### src/rtl/rw_pkg.sv
// Shared constants, field ranges and state type for the register-writeback stage.
package rw_pkg;

    localparam int unsigned DW    = 32;
    localparam int unsigned NREGS = 16;
    localparam int unsigned AW    = $clog2(NREGS);

    // Instruction field ranges
    localparam int unsigned OPC_MSB = 31;
    localparam int unsigned OPC_LSB = 27;
    localparam int unsigned OPC_W   = OPC_MSB - OPC_LSB + 1;
    localparam int unsigned RD_MSB  = 25;
    localparam int unsigned RD_LSB  = 22;

    localparam logic [AW-1:0]    RA_IDX  = AW'(15);
    localparam logic [OPC_W-1:0] END_OPC = 5'b11111;

    typedef enum logic {
        RW_RUN,
        RW_HALTED
    } rw_state_t;

endpackage

### src/rtl/rw_regfile.sv
// 16 x 32 register file: one write port, two combinational read ports.
// Optional same-cycle write-through on reads when RW_BYPASS_EN is defined.
module rw_regfile
    import rw_pkg::*;
(
    input  logic          clk,
    input  logic          rst_n,
    input  logic          we,
    input  logic [AW-1:0] waddr,
    input  logic [DW-1:0] wdata,
    input  logic [AW-1:0] raddr1,
    input  logic [AW-1:0] raddr2,
    output logic [DW-1:0] rdata1,
    output logic [DW-1:0] rdata2
);

    logic [DW-1:0] regs_q [NREGS];

    // Storage: cleared asynchronously, written on the rising edge when enabled
    always_ff @(posedge clk or negedge rst_n) begin
        if (!rst_n) begin
            for (int unsigned i = 0; i < NREGS; i++) begin
                regs_q[i] <= '0;
            end
        end else if (we) begin
            regs_q[waddr] <= wdata;
        end
    end

`ifdef RW_BYPASS_EN
    // Read ports forward the value being written this cycle
    assign rdata1 = (we && (raddr1 == waddr)) ? wdata : regs_q[raddr1];
    assign rdata2 = (we && (raddr2 == waddr)) ? wdata : regs_q[raddr2];
`else
    // Read ports return stored contents only; writer must be followed by a stall
    assign rdata1 = regs_q[raddr1];
    assign rdata2 = regs_q[raddr2];
`endif

endmodule

### src/rtl/rw_stage.sv
// Register-writeback stage: result select, register-file commit,
// retirement counting and halt tracking. Optional macro: RW_BYPASS_EN.
module rw_stage
    import rw_pkg::*;
(
    input  logic          clk,
    input  logic          rst_n,
    input  logic          MA_RW_valid,
    input  logic [DW-1:0] MA_RW_aluresult,
    input  logic [DW-1:0] Ldresult,
    input  logic [DW-1:0] MA_RW_inst,
    input  logic [DW-1:0] MA_RW_pc,
    input  logic          isWb_MR,
    input  logic          isLd_MR,
    input  logic          isCall_MR,
    input  logic [AW-1:0] rd_addr1,
    input  logic [AW-1:0] rd_addr2,
    output logic [DW-1:0] rd_data1,
    output logic [DW-1:0] rd_data2,
    output logic          wb_en,
    output logic [AW-1:0] wb_addr,
    output logic [DW-1:0] wb_data,
    output logic          halted,
    output logic [DW-1:0] retired_count
);

    rw_state_t     state_q, state_d;
    logic [DW-1:0] cnt_q, cnt_d;
    logic          is_end_c;
    logic          unused_inst_c;

    assign is_end_c      = (MA_RW_inst[OPC_MSB:OPC_LSB] == END_OPC);
    assign unused_inst_c = ^{MA_RW_inst[26], MA_RW_inst[RD_LSB-1:0]};

    // Result and destination select: call > load > ALU
    always_comb begin
        wb_data = MA_RW_aluresult;
        wb_addr = MA_RW_inst[RD_MSB:RD_LSB];
        if (isCall_MR) begin
            wb_data = MA_RW_pc + DW'(4);
            wb_addr = RA_IDX;
        end else if (isLd_MR) begin
            wb_data = Ldresult;
        end
    end

    // Write strobe; held low during reset and once halted
    assign wb_en = rst_n & MA_RW_valid & (isWb_MR | isCall_MR) & (state_q == RW_RUN);

    // State and retirement counter registers
    always_ff @(posedge clk or negedge rst_n) begin
        if (!rst_n) begin
            state_q <= RW_RUN;
            cnt_q   <= '0;
        end else begin
            state_q <= state_d;
            cnt_q   <= cnt_d;
        end
    end

    // Next state: retire valid instructions in RUN, saturate counter, halt on end
    always_comb begin
        state_d = state_q;
        cnt_d   = cnt_q;
        if ((state_q == RW_RUN) && MA_RW_valid) begin
            if (cnt_q != '1) begin
                cnt_d = cnt_q + DW'(1);
            end
            if (is_end_c) begin
                state_d = RW_HALTED;
            end
        end
    end

    assign halted        = (state_q == RW_HALTED);
    assign retired_count = cnt_q;

    rw_regfile u_regfile (
        .clk    (clk),
        .rst_n  (rst_n),
        .we     (wb_en),
        .waddr  (wb_addr),
        .wdata  (wb_data),
        .raddr1 (rd_addr1),
        .raddr2 (rd_addr2),
        .rdata1 (rd_data1),
        .rdata2 (rd_data2)
    );

endmodule

### config.mk
export PLATFORM = sky130hd
export DESIGN_NAME = rw_stage
export DESIGN_NICKNAME = d
export VERILOG_FILES = /design/src/rtl/rw_pkg.sv /design/src/rtl/rw_regfile.sv /design/src/rtl/rw_stage.sv
export SDC_FILE = /design/constraint.sdc
export NUM_CORES = 1
export LEC_CHECK = 0
export ABC_AREA = 0
export BUFFER_PORTS_ARGS = -buffer_cell sky130_fd_sc_hd__buf_2
export CAP_MARGIN = 30
export CORE_UTILIZATION = 43
export DETAILED_ROUTE_END_ITERATION = 6
export PLACE_DENSITY = 0.58
export SETUP_SLACK_MARGIN = 0.4
export SLEW_MARGIN = 0
export SYNTH_ARGS = -nofsm -noshare
export SYNTH_HDL_FRONTEND = slang
export SYNTH_SLANG_ARGS = --single-unit
### constraint.sdc
create_clock -name clk -period 2.5 [get_ports clk]
set_clock_uncertainty 0.15 [all_clocks]
set_input_delay 0.125 -clock clk [delete_from_list [all_inputs] [get_ports clk]]
set_output_delay 0.125 -clock clk [all_outputs]
set_load 0.02 [all_outputs]
==> results of run 1 <==
metrics by stage:
step                      cells  setup TNS, ns
after floorplan            2477              0
after global placement     3501              0
final                      3883          -1.44
after global routing       3883          -2.16
after CTS                  3766         -0.658
after detailed placement   3501              0
cell usage in the layout, fill, tap and decap left out, types with 7 or more instances in the layout:
cell            count
a211oi_1           13
a21oi_1            18
and3_1             13
buf_12             68
buf_16             19
buf_2             177
buf_4             127
buf_6             108
clkbuf_1            9
clkbuf_16         106
clkbuf_8           21
clkinv_2           10
dfrtp_1           529
dfrtp_2            16
dlygate4sd3_1      97
dlymetal6s4s_1      8
inv_1              29
mux2_2              7
mux2i_1            16
mux4_2            320
nand2_1           306
nand2_2            83
nand2_4           139
nand3_1            20
nand4_1            25
nand4_4             8
nor2_1             45
nor2b_1            18
nor3_1             10
o21ai_0           256
o21ai_1            89
o21ai_2           149
o31ai_1             8
xnor2_1            28
xor2_1             16
final timing paths:
check,from,end,slack (ns),depth (start not counted)
worst max-delay path,u_regfile.regs_q[20],rd_data1[20],-0.18,3
min in group asynchronous,rst_n,u_regfile.regs_q[502],0.07,4
worst min register to register,retired_count[13],retired_count[13],0.33,1
max in group asynchronous,rst_n,retired_count[15],0.88,5
worst min-delay path,MA_RW_pc[26],u_regfile.regs_q[26],-0.02,4
worst max register to register,halted,u_regfile.regs_q[435],0.10,11
per-layer routing:
| layer | routed length, um | track usage, % | part of all wire [%] | up-vias |
|---|---|---|---|---|
| met1 | 44300 | 40.0 | 36 | 12900 |
| met5 | 15 | 0 | 0.012 | - |
| met3 | 16200 | 6.68 | 13 | 451 |
| met2 | 55800 | 47.7 | 45 | 1761 |
| met4 | 7750 | 10.3 | 6.2 | 2 |
| li1 | - | - | - | 10100 |
state kept, by name, summed over array words and instances, names as in the netlist:
signal / flops
u_regfile.regs_q: 512
retired_count: 32
halted: 1
final cells by class:
class                      count  area (um^2)  share of cell area [%]
multi-input combinational   1682        16200                    40.1
sequential                   545        13700                    33.8
timing repair buffer         656         7230                    17.9
clock buffer                  90         1850                    4.58
tap                          864         1080                    2.68
clock inverter                17          246                   0.611
inverter                      29          109                   0.270
where the power goes:
group / leakage [nW] / switching (W) / internal, W / total [W]
clock: 1.04 / 0.00380 / 0.00567 / 0.00946
combinational: 9.34 / 0.00281 / 0.00294 / 0.00575
sequential: 7.25 / 0.00102 / 0.00990 / 0.0109
cells by family after synthesis:
| kind of cell | count (synthesis) | synth area share, % |
|---|---|---|
| simple gates | 718 | 10.8 |
| compound gates | 570 | 10.6 |
| flops | 545 | 47.5 |
| mux | 344 | 26.0 |
| buf+inv | 250 | 3.52 |
| xor+xnor | 48 | 1.46 |
| fa+ha+maj | 2 | 0.0872 |
tightest hold or removal path, stage by stage:
cell	delay, ns
buf_2	0.13
and3_1	0.15
o21a_2	0.23
o31ai_1	0.10
timing repair:
action	CTS	global route
pin swaps	124	153
setup endpoints to repair	262	531
hold buffers	106	1
cloned	11	66
gates resized for setup	463	571
hold endpoints to repair	857	1
setup buffers	41	49
==> run metrics, run 1 <==
status complete, but fails checks; failing checks hold timing, setup timing; Final period util 107%; Crit path largest cell delay 0.58 ns; crit path launch type flop; GR Util All Layers 29.7%; Area contributors post-synth dfrtp_1, mux4_2, o21ai_0, nand2_1, clkbuf_1; final instance area 40400 um^2; Synth Area per Inst 11.6 um^2; hold crit path type in2reg; fill cell count 4930; post-route worst setup slack -0.179 ns; Power Total 0.0261 W; Max H-tree Level 2; Antenna diodes 0; Post-Synthesis Cells 2477; leak pwr 17.6 nW; headroom to the max-slew limit 28.3%; initial DRC count 3332; top-count cell post-synth dfrtp_1; number of synthesized register bits 545; number of global-route vias before repair 23500; Vias/cell 6.51; Post-synth EDFFs 0; Post-synth ARST share 100%; worst path required time 2.23 ns; cell repeated most along the worst path mux4_2; number of port buffers 252; MaxCap Viol Count 0; largest net degree at the start of global routing 187; Setup crit end kind output port; clock sinks 545; global-route wire length before repair 149000 um; Inserted Clock Buffers 60; post-place setup slack 0.243 ns; post-synth top area cell dfrtp_1; starting density of the core 43.6%; CP delay by family, top multiplexers; final hold slack -0.0154 ns; CP max-delay cell mux4_2; Residual DRC 0; io pins 276; CTS tree built; DRT Pass-1 Iters 5; final hold violations 2; final setup vio count 30; Worst Path Buf+Inv 1; WL final 124000 um; Site Rows 94; Bufs on Longest Clock Path 3; Synth cell types 56; WL/cell 31.9 um; core area 65900 um^2; total congestion overflow 0; Reg clk slew, reported paths 0.07 ns; crit-path max FO 3; # nets final 3118; Mapped Area 28700 um^2; area grow syn2layout 40.6%; Max Freq 0.373 GHz; worst vdd ir 0.552 mV; most frequent cells after synthesis dfrtp_1, nand2_1, o21ai_0; post-DP HPWL 55200 um; Worst Path Arrival 2.40 ns; Detail Route Antenna Nets 0; Slew @ Worst Pin 1.08 ns; worst skew pair latency 0.63 ns; Die Wd 260 um; CP Cell Sequence mux4_2 -> mux4_2 -> buf_6; DP Area 31900 um^2; net count after synthesis 2621; root buffer cell clkbuf_16; vias after detailed routing 25300; RePlAce Congestion 0.803; share of post-route cells with drive strength above 1 47.3%; fin crit period 2.68 ns; antenna violations before repair 2; RSZ-0062 raised after global routing yes; top cell type's share of synthesized area 47.5%; Pwr per Cell Area 648 nW/um^2; Max Transition Viols Final 0; YS warnings 0; die area 67800 um^2; Die Y 260 um; Crit Path Class reg2out; fin util 61.3%; register area share after synthesis 47.5%; Most used DFF post-synth dfrtp_1
(Power assumes the default switching activity.)
==> run 2, diff against run 1 <==
==> constraint.sdc (replaced) <==
create_clock -name clk -period 2.5 [get_ports clk]
set_clock_uncertainty 0.15 [all_clocks]
set_input_delay 0.125 -clock clk [delete_from_list [all_inputs] [get_ports clk]]
set_output_delay 0.125 -clock clk [all_outputs]
set_load 0.005 [all_outputs]
==> run 2 against run 1 <==
Effect of this change:
- the run still ends with hold timing, setup timing left
- routed wire length shrank 2.2%
- sequential power barely moved
- flip-flop and latch count unchanged
- critical path depth did not move
- largest cell class unchanged
- largest power group unchanged
==> run metrics, run 2 (same netlist as run 1, synthesis figures left out) <==
MaxCap Viol Count 0; Pwr per Cell Area 634 nW/um^2; Residual DRC 0; final instance area 39800 um^2; Site Rows 94; hold buffer count at cts 109; post-route worst setup slack -0.0676 ns; RSZ-0062 raised after global routing yes; GR Util All Layers 28.5%; clock sinks 545; Setup crit end kind output port; initial DRC count 3430; area of the multi-input gates 15900 um^2; status complete, but fails checks; Max H-tree Level 2; hold crit path type in2async; Bufs on Longest Clock Path 3; fill cell count 5025; total congestion overflow 0; number of port buffers 252; share of post-route cells with drive strength above 1 44.9%; final hold slack -0.849 ns; leak pwr 17.4 nW; sequential cell area 13600 um^2; crit path launch type flop; vias after detailed routing 25200; crit-path max FO 3; Die Y 260 um; Worst Path Arrival 2.29 ns; headroom to the max-slew limit 22.3%; fin crit period 2.57 ns; failing checks hold timing, setup timing; Largest register FFs 512; starting density of the core 43.6%; Max Freq 0.389 GHz; largest net degree at the start of global routing 192; worst vdd ir 0.628 mV; Inserted Clock Buffers 59; Power Total 0.0252 W; Detail Route Antenna Nets 0; Max Transition Viols Final 0; Vias/cell 6.50; antenna violations before repair 4; area grow syn2layout 38.6%; Crit Path Class reg2out; core area 65900 um^2; Slew @ Worst Pin 1.17 ns; DP Area 31900 um^2; global-route wire length before repair 144000 um; commonest non-fill, non-tap cells in the layout dfrtp_1, nand2_1, mux4_2; io pins 276; worst skew pair latency 0.61 ns; Reg with most FFs u_regfile.regs_q; Final period util 103%; DRT Pass-1 Iters 7; die area 67800 um^2; number of global-route vias before repair 23000; Die Wd 260 um; final hold violations 339; final setup vio count 17; CTS tree built; post-place setup slack 0.170 ns; # nets final 3108; worst path required time 2.23 ns; post-DP HPWL 56400 um; Reg clk slew, reported paths 0.06 ns; WL/cell 31.3 um; root buffer cell clkbuf_16; RePlAce Congestion 0.807; commonest non-fill, non-tap cell in the layout dfrtp_1; WL final 121000 um
==> run 2: path summary, 6_finish.rpt <==
| path | from | to | slack (ns) | cells after the start |
|---|---|---|---|---|
| min in group clk | MA_RW_valid | retired_count[2] | 0.01 | 6 |
| worst max-delay path | u_regfile.regs_q[203] | rd_data1[11] | -0.07 | 3 |
| worst min register to register | retired_count[9] | retired_count[9] | 0.35 | 1 |
| worst min-delay path | rst_n | u_regfile.regs_q[342] | -0.85 | 1 |
| max in group asynchronous | rst_n | u_regfile.regs_q[100] | 1.21 | 5 |
| worst max register to register | halted | u_regfile.regs_q[180] | 0.12 | 12 |
==> run 2: layer usage <==
layer | wire, um | share of wire [%] | GRT usage, % | up-vias
met5 | 29 | 0.024 | 0 | -
met4 | 7830 | 6.5 | 9.28 | 4
met3 | 16100 | 13 | 5.44 | 477
met2 | 53600 | 44 | 45.1 | 1827
met1 | 43600 | 36 | 39.7 | 12800
li1 | - | - | - | 10100
==> run 2: timing repair <==
action | CTS | global route
setup buffers | 35 | 41
gates cloned | 7 | 68
pin swaps | 13 | 164
resized for setup | 89 | 734
endpoints found under the hold margin | 881 | 339
setup endpoints to repair | 330 | 447
==> run 2: power breakdown <==
part           switching (W)  internal (W)
clock network        0.00376       0.00545
logic                0.00239       0.00273
registers            0.00100       0.00989
total                0.00715        0.0181
==> run 2: per-stage QoR <==
| stage | setup TNS [ns] | hold slack (ns) | instances | utilization [%] |
|---|---|---|---|---|
| 2_1_floorplan | 0 | -0.321 | 2477 | - |
| 3_3_place_gp | 0 | -0.205 | 3507 | 48.5 |
| 3_5_place_dp | 0 | -0.207 | 3507 | 48.5 |
| 4_1_cts | -0.246 | -0.863 | 3766 | 54.4 |
| 5_1_grt | -0.904 | -0.852 | 3875 | 60.4 |
| 6_report | -0.529 | -0.849 | 3876 | 60.4 |
==> run 2: layout make-up <==
| type | count | area share (%) |
|---|---|---|
| antenna | 1 | 0.00629 |
| clock buffer | 96 | 4.77 |
| clock inverter | 12 | 0.352 |
| inverter | 29 | 0.274 |
| multi-input combinational | 1682 | 40.0 |
| sequential | 545 | 34.3 |
| tap | 864 | 2.72 |
| timing repair buffer | 647 | 17.6 |
==> run 2: worst max-delay path, stage by stage (launching register included) <==
cell and delay (ns):
dfrtp_1 0.45, mux4_2 0.50, mux4_2 0.56, buf_6 0.15
